### src/rtl/seq_serializer.sv
// seq_serializer: MSB-first parallel-to-serial converter with a one-word holding buffer for gapless streaming
module seq_serializer #(
  parameter int   WIDTH    = 8,
  parameter logic IDLE_BIT = 1'b0
) (
  input  logic             clk,
  input  logic             reset_n,
  input  logic [WIDTH-1:0] load_data,
  input  logic             load_valid,
  output logic             load_ready,
  output logic             dout,
  output logic             dout_valid,
  output logic             word_done
);
  localparam int CW = $clog2(WIDTH);
  localparam logic [CW-1:0] LAST = CW'(WIDTH - 1);
  typedef enum logic [1:0] {IDLE = 2'b01, SHIFT = 2'b10} state_t;
  state_t           state, state_nxt;
  logic [WIDTH-1:0] hold_reg, hold_nxt, sreg, sreg_nxt;
  logic [CW-1:0]    cnt, cnt_nxt;
  logic             hold_full, hold_full_nxt, word_done_nxt;
  logic             handshake, shifting, last, start;
  // next state: any encoding other than SHIFT that is not starting a word falls back to IDLE
  always_comb begin
    handshake     = load_valid && !hold_full;
    shifting      = state == SHIFT;
    last          = cnt == LAST;
    start         = hold_full && (state == IDLE || (shifting && last));
    state_nxt     = (start || (shifting && !last)) ? SHIFT : IDLE;
    sreg_nxt      = start ? hold_reg : shifting ? {sreg[WIDTH-2:0], 1'b0} : sreg;
    cnt_nxt       = start ? '0 : shifting ? cnt + CW'(1) : cnt;
    hold_full_nxt = handshake ? 1'b1 : start ? 1'b0 : hold_full;
    hold_nxt      = handshake ? load_data : hold_reg;
    word_done_nxt = shifting && last;
  end
  // state and datapath registers, cleared asynchronously so a partial or held word is discarded
  always_ff @(posedge clk or negedge reset_n) begin
    if (!reset_n) begin
      state     <= IDLE;
      sreg      <= '0;
      cnt       <= '0;
      hold_reg  <= '0;
      hold_full <= 1'b0;
      word_done <= 1'b0;
    end else begin
      state     <= state_nxt;
      sreg      <= sreg_nxt;
      cnt       <= cnt_nxt;
      hold_reg  <= hold_nxt;
      hold_full <= hold_full_nxt;
      word_done <= word_done_nxt;
    end
  end
  assign load_ready = !hold_full;
  assign dout_valid = state == SHIFT;
  assign dout       = dout_valid ? sreg[WIDTH-1] : IDLE_BIT;
endmodule
### config.mk
export PLATFORM = sky130hd
export DESIGN_NAME = seq_serializer
export DESIGN_NICKNAME = d
export VERILOG_FILES = /design/src/rtl/seq_serializer.sv
export SDC_FILE = /design/constraint.sdc
export NUM_CORES = 1
export LEC_CHECK = 0
export ABC_CLOCK_PERIOD_IN_PS = 2880
export BUFFER_PORTS_ARGS = -buffer_cell sky130_fd_sc_hd__buf_2
export CORE_UTILIZATION = 45
export DETAILED_ROUTE_END_ITERATION = 7
export GPL_ROUTABILITY_DRIVEN = 0
export MAX_ROUTING_LAYER = met4
export PLACE_DENSITY = 0.62
export SYNTH_ARGS = -nofsm -noshare
export SYNTH_HDL_FRONTEND = slang
export SYNTH_SLANG_ARGS = --single-unit
### constraint.sdc
create_clock -name clk -period 2.88 [get_ports clk]
set_clock_uncertainty 0.1 [all_clocks]
set_input_delay 0.288 -clock clk [delete_from_list [all_inputs] [get_ports clk]]
set_output_delay 0.288 -clock clk [all_outputs]
set_load 0.005 [all_outputs]
# Yosys cells after proc, flatten, opt, wreduce, memory -nomap -nowiden
# Index checks and enable logic that the tools add are counted.
# word_totals
inputBits	11
register_bits	23
word_cells	28
out_inout_bits	4
# classes
n_reduce_logical	10
eq_ne	3
add_sub_neg	1
n_mux	8
# ops
cell	count
two-way mux 8 bit	2
two-way mux 3 bit	2
logical AND 1 bit	4
nonzero test 2 bit	2
adder 3 x 1 -> 3 bit (second input constant)	1
equality test 3 bit (second input constant)	1
two-way mux 1 bit	3
equality test 2 x 1 -> 1 bit (second input constant)	1
equality test 2 bit (second input constant)	1
logical NOT 1 bit	2
logical OR 1 bit	2
two-way mux 2 bit	1

# Depth between registers and ports, before layout
# depth
word_depth	6
mapped_depth	6
ltp_nobuf	4

# Least setup slack after synthesis
# Ideal clock, no wire load.
# synth_timing
path_type	register -> register
from	register cnt[0]
to	register sreg[4]
t_arrival_ns	1.518
period_less_slack_ns	1.743
setup_time_ns	0.125
required_ns	2.655
stages_incl_launch_ff	6
slack_ns	1.137
path_buffers	1
cell_sequence	dfrtp_1 > ha_1 > ha_1 > a31oi_4 > buf_6 > mux2_2
# synth_via
elab_chain_cells	5
word_cells_on_any_way	6
cone_classes	eq/ne: 1; mux: 1; reduce/logical: 4
# synth_lines
element	line_no	text
start, declared	20	logic [CW-1:0] cnt, cnt_nxt;
start signal, assigned	48	cnt <= cnt_nxt;
equality test 3 bit *	27	last = cnt == LAST;
logical AND 1 bit *	28	start = hold_full && (state == IDLE || (shifting && last));
logical OR 1 bit *	28	
logical AND 1 bit *	28	
two-way mux 8 bit or nonzero test 2 bit (tied branches)	-	
end signal, assigned	47	sreg <= sreg_nxt;
end, declared	19	logic [WIDTH-1:0] hold_reg, hold_nxt, sreg, sreg_nxt;
# Every way passes the cells marked *; elsewhere a longest branch is shown, timed or not.
# A chain may end at the register's enable or synchronous reset.

# Worst setup path in the final report
# layout_timing
from	register cnt[0]
to	register sreg[6]
# Same word-level chain as after synthesis.

==> summary.txt <==
Status
  • Outcome: completed

CTS
  • H-tree depth: 1
  • Clock Path Buffers: 2
  • CTS-repair resized insts: 0
  • CTS tree: yes
  • Clk sink count: 23
  • Skew-Pair Late Insertion Delay: 0.31 ns
  • Clock slew at the register clock pins of the worst setup and hold paths: 0.13 ns
  • Total CTS buffers: 3
  • Clk root buf: clkbuf_4
  • Buffer count from post-CTS setup fixing: 0

Synthesis
  • Seq cells post-synth: 23
  • Seq/Total Area, Yosys: 52.6%
  • Synth cell types: 23
  • Gate Count Post-Synth: 75
  • Synth Area per Inst: 14.6 um2
  • Area leader, netlist: dfrtp_1
  • Synth Warn #: 0
  • Synthesized cell area: 1100 um2
  • Post-synthesis net count: 88
  • Top cell type's share of synthesized area: 50.2%
  • Synth area leaders: dfrtp_1 50%, mux2_2 14%, mux2_4 11%, dfstp_2 2.4%, ha_1 2.3%

Drt
  • Initial detailed-routing violation count: 1
  • Routed WL: 1.47 mm
  • Vias: 588
  • Drt drc: 0
  • Wire length per cell: 12.5 um
  • Vias per cell: 4.98
  • Iteration count of the initial detailed-routing pass: 3
  • Post-route ant nets: 0

Timing
  • Setup TNS: 0 ns
  • Max Fclk: 519 MHz
  • RSZ-0062 raised after global routing: no
  • Final Hold Fails: 0
  • Max Transition Viols Final: 0
  • Setup Viol. Count Final: 0
  • Max-Slew Margin vs Limit: 53.6%
  • Final Cycle Share: 66.9%
  • Worst Tran Pin Value: 0.695 ns
  • Setup ws final: 0.954 ns
  • Final Critical Period: 1.93 ns

Place
  • Post-DP HPWL: 1.04 mm
  • Pre-CTS setup slack: 0.968 ns
  • PortBufs: 14

Setup path
  • Worst-path cell chain: ha_1, ha_1, a31oi_4, mux2_2
  • Crit-path leading delay family: adder cells
  • Worst path required time: 3.00 ns
  • Delay of the slowest critical-path stage: 0.44 ns
  • Worst path bufs/invs: 0
  • CP startpoint kind: register
  • Crit path kind: reg2reg
  • CP max stage cell: a31oi_4
  • Setup crit end kind: register
  • Crit Path Max Fanout: 13
  • Crit path DAT: 2.04 ns
  • Most repeated library cell on the critical path: ha_1

Power and ir drop
  • Peak supply drop: 517 uV
  • Leakage: 0.563 nW
  • Power Dens Cells: 1040 nW/um2

Floorplan
  • Core area: 2250 um2
  • Die width: 51.4 um
  • Row count: 17
  • Initial Utilization: 48.6%
  • Die Y: 51.4 um
  • Ports: 15
  • Die Area: 2640 um2

Final layout
  • Diodes inserted: 0
  • Most frequent cells in the layout: 22 x dfrtp_1, 14 x mux2_2, 14 x buf_2, 8 x mux2_4, 6 x nand2_1
  • Area growth from synthesis to layout: 8.56%
  • Commonest non-fill, non-tap cell in the layout: dfrtp_1
  • Share of cells above drive strength 1: 48.9%
  • Final #Nets: 104

GRT
  • Vias in the first global route: 618
  • Gr usage total: 15.4%
  • Total grt overflow: 0
  • Initial antenna violation count: 0
  • Largest net degree at the start of global routing: 24
  • First-pass GRT wire length: 2.77 mm

Flow run
  • Max-cap violations: 0

Worst hold path
  • Hold WC Path Type: in2reg
[report_power, final]
group          internal (W)  leakage (nW)  switching, W
clock network     0.0000530        0.0139     0.0000983
registers          0.000479         0.278     0.0000880
logic              0.000335         0.271      0.000187
[cell families after synthesis]
kind of cell	synth area share, %
flip-flops	52.6
multiplexers	25.3
XOR/XNOR	0.799
AND/OR/NAND/NOR	6.96
AO/OA/AOI/OAI	6.16
adder cells (fa/ha/maj)	2.28
buffers and inverters	5.82
[metrics by stage]
step / instance area, um2 / utilization, % / power (W) / hold WS [ns] / cells
final: 1190 / 52.8 / 0.00124 / 0.0885 / 118
after global placement: 1150 / 51.0 / 0.00109 / 0.187 / 113
after detailed placement: 1150 / 51.0 / 0.00110 / 0.189 / 113
after global routing: 1190 / 52.8 / 0.00134 / 0.0631 / 118
after CTS: 1190 / 52.8 / 0.00126 / 0.0761 / 118
after floorplan: 1100 / - / 0.00106 / -0.108 / 75
[per-layer routing]
layer	GRT usage, %	vias to the layer above	part of all wire [%]
met4	6.76	0	1.3
met1	17.6	277	47
met3	6.25	2	5.7
met2	23.7	16	45
li1	-	293	-
met5	-	-	0
[cell type report]
cell class / count / area [um2]
clock inverter: 1 / 7.51
tap: 28 / 35.0
sequential: 23 / 577
timing repair buffer: 15 / 80.1
multi-input combinational: 46 / 455
inverter: 2 / 12.5
fill: 212 / 1060
clock buffer: 3 / 22.5
[Yosys cell counts]
cell type / number
and2_1: 3
a21oi_1: 1
mux2_4: 8
inv_1: 1
a21boi_0: 2
buf_12: 1
o21ai_0: 1
dfstp_2: 1
o21a_1: 2
a31oi_4: 1
nor2b_1: 2
inv_6: 1
nand2b_4: 1
buf_6: 1
nand2_1: 6
mux2_2: 14
and3b_1: 1
xnor2_1: 1
dfrtp_1: 22
ha_1: 2
buf_8: 1
o22ai_1: 1
buf_2: 1
[path summary, 6_finish.rpt]
check / to / slack, ns / from / depth (start not counted)
setup / recovery: sreg[6] / 0.95 / cnt[0] / 4
hold / removal: hold_full / 0.09 / load_valid / 2
setup reg to reg: sreg[6] / 0.95 / cnt[0] / 4
hold reg to reg: hold_reg[6] / 0.42 / hold_reg[6] / 1
max in group asynchronous: state[0] / 1.96 / reset_n / 2
min in group asynchronous: cnt[0] / 0.36 / reset_n / 2
[repair_timing]
action,CTS,global route
hold endpoints to repair,22,0
endpoints found under the setup margin,0,0
hold buffers,1,0
No activity file was read; power rests on OpenSTA's default activity.
